$ cat config.mk
export PLATFORM = sky130hd
export DESIGN_NAME = exec_ctrl
export DESIGN_NICKNAME = d
export VERILOG_FILES = /design/src/rtl/ctrl_pkg.sv /design/src/rtl/exec_ctrl_decode.sv /design/src/rtl/exec_ctrl.sv
export SDC_FILE = /design/constraint.sdc
export NUM_CORES = 1
export LEC_CHECK = 0
export ABC_AREA = 1
export BUFFER_PORTS_ARGS = -buffer_cell sky130_fd_sc_hd__buf_4
export CAP_MARGIN = 40
export CORE_MARGIN = 3
export CORE_UTILIZATION = 40
export DETAILED_ROUTE_END_ITERATION = 6
export PLACE_DENSITY = 0.74
export RECOVER_POWER = 25
export SYNTH_ARGS = -nofsm -noshare
export SYNTH_HDL_FRONTEND = slang
export SYNTH_HIERARCHICAL = 1
export SYNTH_SLANG_ARGS = --single-unit
$ cat constraint.sdc
create_clock -name clk -period 2 [get_ports clk]
set_input_delay 0.6 -clock clk [delete_from_list [all_inputs] [get_ports clk]]
set_output_delay 0.6 -clock clk [all_outputs]
set_load 0.01 [all_outputs]
$ cat src/rtl/ctrl_pkg.sv
// Shared types and constants for the multi-cycle execution controller.
// Holds FSM states, opcode/funct3 fields, the EBREAK word, classes and ALU selects.
package ctrl_pkg;

  typedef enum logic [2:0] {
    S_IDLE,
    S_FETCH,
    S_DECODE,
    S_EXEC,
    S_WB,
    S_HALT,
    S_TRAP
  } state_t;

  typedef enum logic [2:0] {
    C_ILLEGAL,
    C_RTYPE,
    C_ISHIFT,
    C_JAL,
    C_JALR,
    C_EBREAK
  } iclass_t;

  typedef enum logic [1:0] {
    B_RS2   = 2'b00,
    B_SHAMT = 2'b01,
    B_FOUR  = 2'b10,
    B_ZERO  = 2'b11
  } alub_t;

  localparam logic A_RS1 = 1'b0;
  localparam logic A_PC  = 1'b1;

  localparam logic [6:0] OP_REG  = 7'b0110011;
  localparam logic [6:0] OP_IMM  = 7'b0010011;
  localparam logic [6:0] OP_JAL  = 7'b1101111;
  localparam logic [6:0] OP_JALR = 7'b1100111;

  localparam logic [2:0] F3_SLL = 3'b001;
  localparam logic [2:0] F3_SRX = 3'b101;

  localparam logic [31:0] EBREAK_WORD = 32'h0010_0073;

  function automatic logic is_jump(iclass_t c);
    return (c == C_JAL) || (c == C_JALR);
  endfunction

  // Jumps compute the link value pc+4 on the ALU.
  function automatic logic alua_of(iclass_t c);
    return is_jump(c) ? A_PC : A_RS1;
  endfunction

  function automatic logic [1:0] alub_of(iclass_t c);
    logic [1:0] b;
    b = B_RS2;
    if (c == C_ISHIFT) b = B_SHAMT;
    if (is_jump(c))    b = B_FOUR;
    return b;
  endfunction

endpackage

$ cat src/rtl/exec_ctrl_decode.sv
// Combinational instruction classifier: i_inst -> o_class.
// Ports: i_inst (32-bit instruction word), o_class (iclass_t).
module exec_ctrl_decode
  import ctrl_pkg::*;
(
  input  logic [31:0] i_inst,
  output iclass_t     o_class
);

  logic [6:0] w_op;
  logic [2:0] w_f3;
  logic       w_shift_f3;

  assign w_op       = i_inst[6:0];
  assign w_f3       = i_inst[14:12];
  assign w_shift_f3 = (w_f3 == F3_SLL) || (w_f3 == F3_SRX);

  // Branches are mutually exclusive: EBREAK's opcode differs from all others.
  always_comb begin
    o_class = C_ILLEGAL;
    unique case (1'b1)
      (i_inst == EBREAK_WORD):        o_class = C_EBREAK;
      (w_op == OP_REG):               o_class = C_RTYPE;
      (w_op == OP_IMM && w_shift_f3): o_class = C_ISHIFT;
      (w_op == OP_JAL):               o_class = C_JAL;
      (w_op == OP_JALR):              o_class = C_JALR;
      default:                        o_class = C_ILLEGAL;
    endcase
  end

endmodule

$ cat src/rtl/exec_ctrl.sv
// Multi-cycle FETCH/DECODE/EXEC/WB controller with HALT and TRAP sinks.
// Ports: clk, rst (sync, active-high), imem_req/imem_ack/inst fetch handshake,
//   ALUAsrc/ALUBsrc selects, ir_we, reg_we, pc_we, pc_sel, halt, illegal.
// Optional: EXEC_CTRL_RETIRE_CNT_EN adds retire_cnt[31:0] counting WB cycles.
module exec_ctrl
  import ctrl_pkg::*;
(
  input  logic        clk,
  input  logic        rst,
  output logic        imem_req,
  input  logic        imem_ack,
  input  logic [31:0] inst,
  output logic        ALUAsrc,
  output logic [1:0]  ALUBsrc,
  output logic        ir_we,
  output logic        reg_we,
  output logic        pc_we,
  output logic        pc_sel,
  output logic        halt,
  output logic        illegal
`ifdef EXEC_CTRL_RETIRE_CNT_EN
  ,
  output logic [31:0] retire_cnt
`endif
);

  state_t      r_state;
  iclass_t     r_class;
  iclass_t     w_class;
  logic [31:0] r_ir;
  logic        r_imem_req;
  logic        r_alua;
  logic [1:0]  r_alub;
  logic        r_reg_we;
  logic        r_pc_we;
  logic        r_pc_sel;
  logic        r_halt;
  logic        r_illegal;

  // Local copy of the fetched word so decode never sees a changing bus.
  exec_ctrl_decode u_decode (
    .i_inst  (r_ir),
    .o_class (w_class)
  );

  // Outputs are registered: each transition loads the next state's values.
  always_ff @(posedge clk) begin
    if (rst) begin
      r_state    <= S_IDLE;
      r_class    <= C_ILLEGAL;
      r_ir       <= '0;
      r_imem_req <= 1'b0;
      r_alua     <= A_RS1;
      r_alub     <= B_RS2;
      r_reg_we   <= 1'b0;
      r_pc_we    <= 1'b0;
      r_pc_sel   <= 1'b0;
      r_halt     <= 1'b0;
      r_illegal  <= 1'b0;
    end else begin
      r_reg_we <= 1'b0;
      r_pc_we  <= 1'b0;
      r_pc_sel <= 1'b0;
      unique case (r_state)
        S_IDLE: begin
          r_state    <= S_FETCH;
          r_imem_req <= 1'b1;
        end
        S_FETCH: begin
          if (imem_ack) begin
            r_ir       <= inst;
            r_imem_req <= 1'b0;
            r_state    <= S_DECODE;
          end
        end
        S_DECODE: begin
          r_class <= w_class;
          unique case (w_class)
            C_EBREAK: begin
              r_state <= S_HALT;
              r_halt  <= 1'b1;
            end
            C_ILLEGAL: begin
              r_state   <= S_TRAP;
              r_illegal <= 1'b1;
            end
            default: begin
              r_state <= S_EXEC;
              r_alua  <= alua_of(w_class);
              r_alub  <= alub_of(w_class);
            end
          endcase
        end
        S_EXEC: begin
          r_state  <= S_WB;
          r_reg_we <= 1'b1;
          r_pc_we  <= 1'b1;
          r_pc_sel <= is_jump(r_class);
        end
        S_WB: begin
          r_state    <= S_FETCH;
          r_alua     <= A_RS1;
          r_alub     <= B_RS2;
          r_imem_req <= 1'b1;
        end
        S_HALT: r_state <= S_HALT;
        S_TRAP: r_state <= S_TRAP;
        default: r_state <= S_IDLE;
      endcase
    end
  end

  // IR write is the only combinational output; rst kills a same-cycle ack.
  assign ir_we = (r_state == S_FETCH) && imem_ack && !rst;

  assign imem_req = r_imem_req;
  assign ALUAsrc  = r_alua;
  assign ALUBsrc  = r_alub;
  assign reg_we   = r_reg_we;
  assign pc_we    = r_pc_we;
  assign pc_sel   = r_pc_sel;
  assign halt     = r_halt;
  assign illegal  = r_illegal;

`ifdef EXEC_CTRL_RETIRE_CNT_EN
  logic [31:0] r_retire_cnt;

  always_ff @(posedge clk) begin
    if (rst) begin
      r_retire_cnt <= '0;
    end else if (r_state == S_WB) begin
      r_retire_cnt <= r_retire_cnt + 32'd1;
    end
  end

  assign retire_cnt = r_retire_cnt;
`endif

endmodule

==> results.toml, run 1 <==
[die]
fp-row-count = 25
initial_core_util = 0.4183
core_um2 = 4786
dieHeight_um = 76.75
die_w_um = 76.75
dieArea_um2 = 5890
ios = 45

[final_layout]
syn2layout_area_growth_pct = 20.44
drive_gt1_frac = 0.1687
final_common_cell = "nor2_1"
nets = 366
instances_no_fill = 399
final_cell_mix = "nor2_1 (92), dfxtp_1 (45), buf_4 (37), inv_1 (32), nand2_1 (32)"
fillers = 507
num_antenna_cells = 0
final_util = 0.5038

[synthesis]
synthCells = 290
synth_nets = 325
yosysUniqueCellTypes = 25
syn_avg_cell_area_um2 = 6.903
yosysSeqAreaShare = 0.4500
yosys_warnings = 6
synth-seq-cells = 45
syn_area_um2 = 2002

[worst_setup_path]
critPathMaxFanout = 4
cp_data_arrival_time_ns = 1.22
worstSetupPathType = "reg -> out"
cp.required_ns = 1.40
cp-start-kind = "flop"
end_kind = "primary output"

[timing]
rsz0062_at_grt = "no"
slew_headroom = 0.7964
period_share = 0.9106
worstMarginPinSlew_ns = 0.3034
fmax_mhz = 549.1
period_minus_slack_ns = 1.821
setup-violations-final = 0
fin_skew_ns = 0.01057
hold_violations = 0
setup-tns-final_ns = 0
finalMaxSlewViolations = 0

[cts]
cts_root_buf = "clkbuf_8"
cts-hold-fix-buffers = 0
insertion_delay_ns = 0.30
cts_tree = "yes"
numCtsBuffers = 5
cts_num_sinks = 45
post-cts-setup-buffers = 0
clockBufferDepth = 2
cts_max_level = 2
clk_pin_slew_ns = 0.08
post_cts_resized = 0

[power]
internal-power_mw = 1.595
p_seq_frac = 0.486
swShare = 0.2929
max-vdd-ir-drop_mv = 0.4672
power.share.clock = 0.298
power_frac_comb = 0.216
p_sw_uw = 660.9
power.leakage_nw = 1.026
power.density_nw_per_um2 = 935.8

[place]
placedCellCount = 391
port-buffer-count = 44
dp_hpwl_um = 2781
gp_congestion = 0.8766

[detailed_routing]
vias_per_cell = 4.426
dr.pass1.iters = 4
post-route-drc-count = 0
routedWlPerCell_um = 9.536
drt_iter0_markers = 56
dr_total_vias = 1766
drtAntennaViolNets = 0
routed_wl_um = 3805

[global_route]
grt_pass1_wl_um = 6796
grt.overflow.total = 0
antenna_found_initial = 0
grt_usage = 0.1382
grt_max_degree = 36
grt_pass1_vias = 1578

[status]
status = "finished, final reports clean"

[job]
maxCapViolations = 0

[hold_path]
worstHoldPathType = "reg -> reg"
==> power by group through the flow <==
stage	clock network, mW	logic, mW	registers (mW)
after floorplan	0	0.397	1.11
after global placement	0	0.493	1.11
after detailed placement	0	0.503	1.12
after CTS	0.693	0.504	1.10
after global routing	0.727	0.580	1.11
final	0.672	0.488	1.10
==> synthesized netlist by cell type <==
master | n | area share
a211oi_1 | 1 | 0.0038
a21oi_1 | 9 | 0.022
a21oi_2 | 1 | 0.0044
a31oi_1 | 1 | 0.0031
and2_1 | 2 | 0.0062
buf_1 | 1 | 0.0019
buf_4 | 2 | 0.0075
buf_6 | 6 | 0.034
clkbuf_1 | 3 | 0.0056
dfxtp_1 | 45 | 0.45
inv_1 | 31 | 0.058
inv_2 | 4 | 0.0075
inv_4 | 1 | 0.0031
nand2_1 | 32 | 0.060
nand2_2 | 3 | 0.0094
nand2_4 | 1 | 0.0056
nand3_1 | 8 | 0.020
nand4_1 | 2 | 0.0062
nor2_1 | 92 | 0.17
nor2_2 | 1 | 0.0031
nor2_4 | 1 | 0.0056
nor3_1 | 4 | 0.010
nor3_2 | 1 | 0.0050
o21ai_0 | 29 | 0.073
o21ai_1 | 9 | 0.022
==> final timing paths <==
path	from	end	slack (ns)	cells past startpoint
worst max-delay path	r_state[2]$_SDFFE_PP0P_	ir_we	0.18	6
worst min-delay path	imem_req$_SDFFE_PP0P_	imem_req$_SDFFE_PP0P_	0.47	2
worst max register to register	r_ir[2]$_SDFFE_PP0P_	r_state[1]$_SDFFE_PP0P_	0.37	12
worst min register to register	imem_req$_SDFFE_PP0P_	imem_req$_SDFFE_PP0P_	0.47	2
==> state kept, by name, indices dropped and copies added, names as in the netlist <==
| signal | count |
|---|---|
| illegal | 1 |
| r_ir | 32 |
| imem_req | 1 |
| r_class | 3 |
| pc_sel | 1 |
| r_state | 3 |
| halt | 1 |
| ALUBsrc | 1 |
| ALUAsrc | 1 |
| pc_we | 1 |
==> stage by stage <==
step	cell area [µm²]	setup WS [ns]	total power [mW]	hold WS [ns]
after global routing	2411	0.08556	2.420	0.4932
after floorplan	2002	0.4050	1.504	0.4444
after global placement	2333	0.4213	1.606	0.4530
final	2411	0.1788	2.256	0.4702
after detailed placement	2333	0.3695	1.622	0.4592
after CTS	2445	0.1585	2.295	0.4695
==> cell type report <==
type                    count  area (µm²)  share of cell area
repair buffers             46       311.5              0.1292
inverters                  36       137.6             0.05708
clock inverters             2       38.79             0.01609
clock buffers               6       72.57             0.03010
flip-flops and latches     45       900.9              0.3736
multi-input cells         197       865.8              0.3591
well taps                  67       83.83             0.03477
==> routing by layer <==
metal	part of all wire	GRT usage
met4	0.014	0.04891
met5	0	0
met1	0.49	0.1847
met2	0.44	0.2143
met3	0.060	0.03638
==> cells by family (layout without fill, tap and decap cells) <==
logic type | Yosys count | after routing | synth area share
and+or+nand+nor | 147 | 147 | 0.3038
AOI/OAI and AO/OA | 50 | 50 | 0.1288
buffers and inverters | 48 | 90 | 0.1175
DFF | 45 | 45 | 0.4500
==> critical path, stage by stage (launching register included) <==
cell and delay (ns):
dfxtp_1 0.35, inv_2 0.10, nand2_2 0.08, nor2_4 0.14
nand2_4 0.05, nor2_1 0.08, buf_4 0.12
(Power assumes the default switching activity.)
==> run 2: changes to the inputs <==
clock period = 2.2 ns   (was 2 ns; I/O delays follow)
==> run 2 against run 1 <==
Sequential share of layout area up 0.43 points. Critical path depth unchanged. Total power is 14% lower. Register-to-register slack better by 0.08 ns. Clock power is 26% lower. Worst setup slack gained 0.15 ns. Utilization shrank 0.58 points. Combinational power decreased by 9.2%. Via count increased by 1.6%.
==> results.toml, run 2 (same netlist as run 1, synthesis figures left out) <==
[timing]
period_share = 0.8500
fin_ws_ns = 0.3300
hold_violations = 0
setup-violations-final = 0
fin_skew_ns = 0.004634
fmax_mhz = 534.8
worstMarginPinSlew_ns = 0.6048
period_minus_slack_ns = 1.870
setup-tns-final_ns = 0
slew_headroom = 0.5968
finalMaxSlewViolations = 0
rsz0062_at_grt = "no"

[cts]
numCtsBuffers = 5
cts_root_buf = "clkbuf_8"
post-cts-setup-buffers = 0
clockBufferDepth = 2
cts_max_level = 2
cts-hold-fix-buffers = 0
clk_pin_slew_ns = 0.07
post_cts_resized = 0
cts_num_sinks = 45
insertion_delay_ns = 0.28
cts_tree = "yes"

[hold_path]
min_path_cells = 2
hp-start = "imem_req$_SDFFE_PP0P_"
worstHoldPathType = "reg -> reg"
hold_path_end = "imem_req$_SDFFE_PP0P_"

[worst_setup_path]
rrSetupSlack_ns = 0.45
critPathMaxFanout = 4
r2r-end = "r_ir[20]$_SDFFE_PP0P_"
reg2regPathDepth = 8
worstSetupPathType = "reg -> out"
end_kind = "primary output"
cp_data_arrival_time_ns = 1.21
cp-start-kind = "flop"
reg2reg_from = "r_state[2]$_SDFFE_PP0P_"
cp.required_ns = 1.54

[detailed_routing]
drtAntennaViolNets = 0
drt_iter0_markers = 63
post-route-drc-count = 0
dr_total_vias = 1795
routedWlPerCell_um = 9.420
dr.pass1.iters = 4
routed_wl_um = 3749
vias_per_cell = 4.510

[die]
dieHeight_um = 76.75
core_um2 = 4786
fp-row-count = 25
dieArea_um2 = 5890
die_w_um = 76.75
ios = 45
initial_core_util = 0.4183

[status]
status = "finished, final reports clean"

[final_layout]
syn2layout_area_growth_pct = 19.06
multi_input_area_um2 = 865.8
regMostFlops = "r_ir"
top_regs = "r_ir: 32 flops, r_class: 3 flops, r_state: 3 flops"
drive_gt1_frac = 0.1662
largest_register_ffs = 32
final_common_cell = "nor2_1"
final_cell_mix = "nor2_1 (92), dfxtp_1 (45), buf_4 (36), inv_1 (32), nand2_1 (32)"
seqCellArea_um2 = 900.9
num_antenna_cells = 0
fillers = 524
nets = 366

[power]
internal-power_mw = 1.357
p_sw_uw = 576.1
max-vdd-ir-drop_mv = 0.3928
power_frac_comb = 0.229
swShare = 0.2980
p_seq_frac = 0.515
power.density_nw_per_um2 = 811.1
power.share.clock = 0.256
power.leakage_nw = 1.014

[global_route]
grt_pass1_wl_um = 6334
grt_max_degree = 35
grt_usage = 0.1306
antenna_found_initial = 0
grt_pass1_vias = 1514
grt.overflow.total = 0

[place]
gp_congestion = 0.8734
place_ws_ns = 0.4980
dp_hpwl_um = 2824
port-buffer-count = 44

[job]
maxCapViolations = 0
[run 2: changes by cell type in the layout (fill, tap and decap cells not counted)]
cell       previous run  this run
buf_4                37        36
clkbuf_2              0         1
clkinv_4              1         0
clkbuf_8              5         6
bufinv_16             1         0
[run 2: worst max-delay path, stage by stage, from the launching register on]
cell and delay (ns):
dfxtp_1 0.34, inv_2 0.10, nand2_2 0.09, nor2_4 0.14, nand2_4 0.05, nor2_1 0.08
buf_4 0.12
[run 2: final cells by class]
type	count	share of cell area
flip-flops and latches	45	0.3780
repair buffers	46	0.1297
well taps	67	0.03517
clock buffers	7	0.03622
multi-input cells	197	0.3633
inverters	36	0.05774
[run 2: metal layers]
metal | routed length, µm | part of all wire | GRT usage
met1 | 1793 | 0.48 | 0.1617
met2 | 1686 | 0.45 | 0.2160
met3 | 219 | 0.058 | 0.04225
met4 | 49 | 0.013 | 0.03804
met5 | 0 | 0 | 0
[run 2: worst max-delay path by stage]
| stage | start | cells past startpoint | endpoint |
|---|---|---|---|
| floorplan | rst | 2 | ir_we |
| global placement | rst | 3 | ir_we |
| detailed placement | rst | 5 | r_ir[19]$_SDFFE_PP0P_ |
| CTS | r_state[2]$_SDFFE_PP0P_ | 6 | ir_we |
| global route | r_state[0]$_SDFFE_PP0P_ | 5 | ir_we |
| finish | r_state[2]$_SDFFE_PP0P_ | 6 | ir_we |
[run 2: power groups by stage]
stage | clock network [mW] | logic [mW] | registers (mW)
after global placement | 0 | 0.448 | 1.01
final | 0.495 | 0.443 | 0.995
after detailed placement | 0 | 0.456 | 1.02
after global routing | 0.545 | 0.516 | 1.01
after CTS | 0.511 | 0.458 | 0.996
after floorplan | 0 | 0.361 | 1.01
[run 2: through the flow]
step | hold slack [ns] | util | power [mW] | cell area [µm²] | cells
after floorplan | 0.4444 | - | 1.367 | 2002 | 290
after global placement | 0.4523 | 0.4876 | 1.459 | 2333 | 391
after detailed placement | 0.4574 | 0.4876 | 1.471 | 2333 | 391
after CTS | 0.4691 | 0.5056 | 1.966 | 2420 | 398
after global routing | 0.4843 | 0.4980 | 2.071 | 2384 | 398
final | 0.4630 | 0.4980 | 1.933 | 2384 | 398
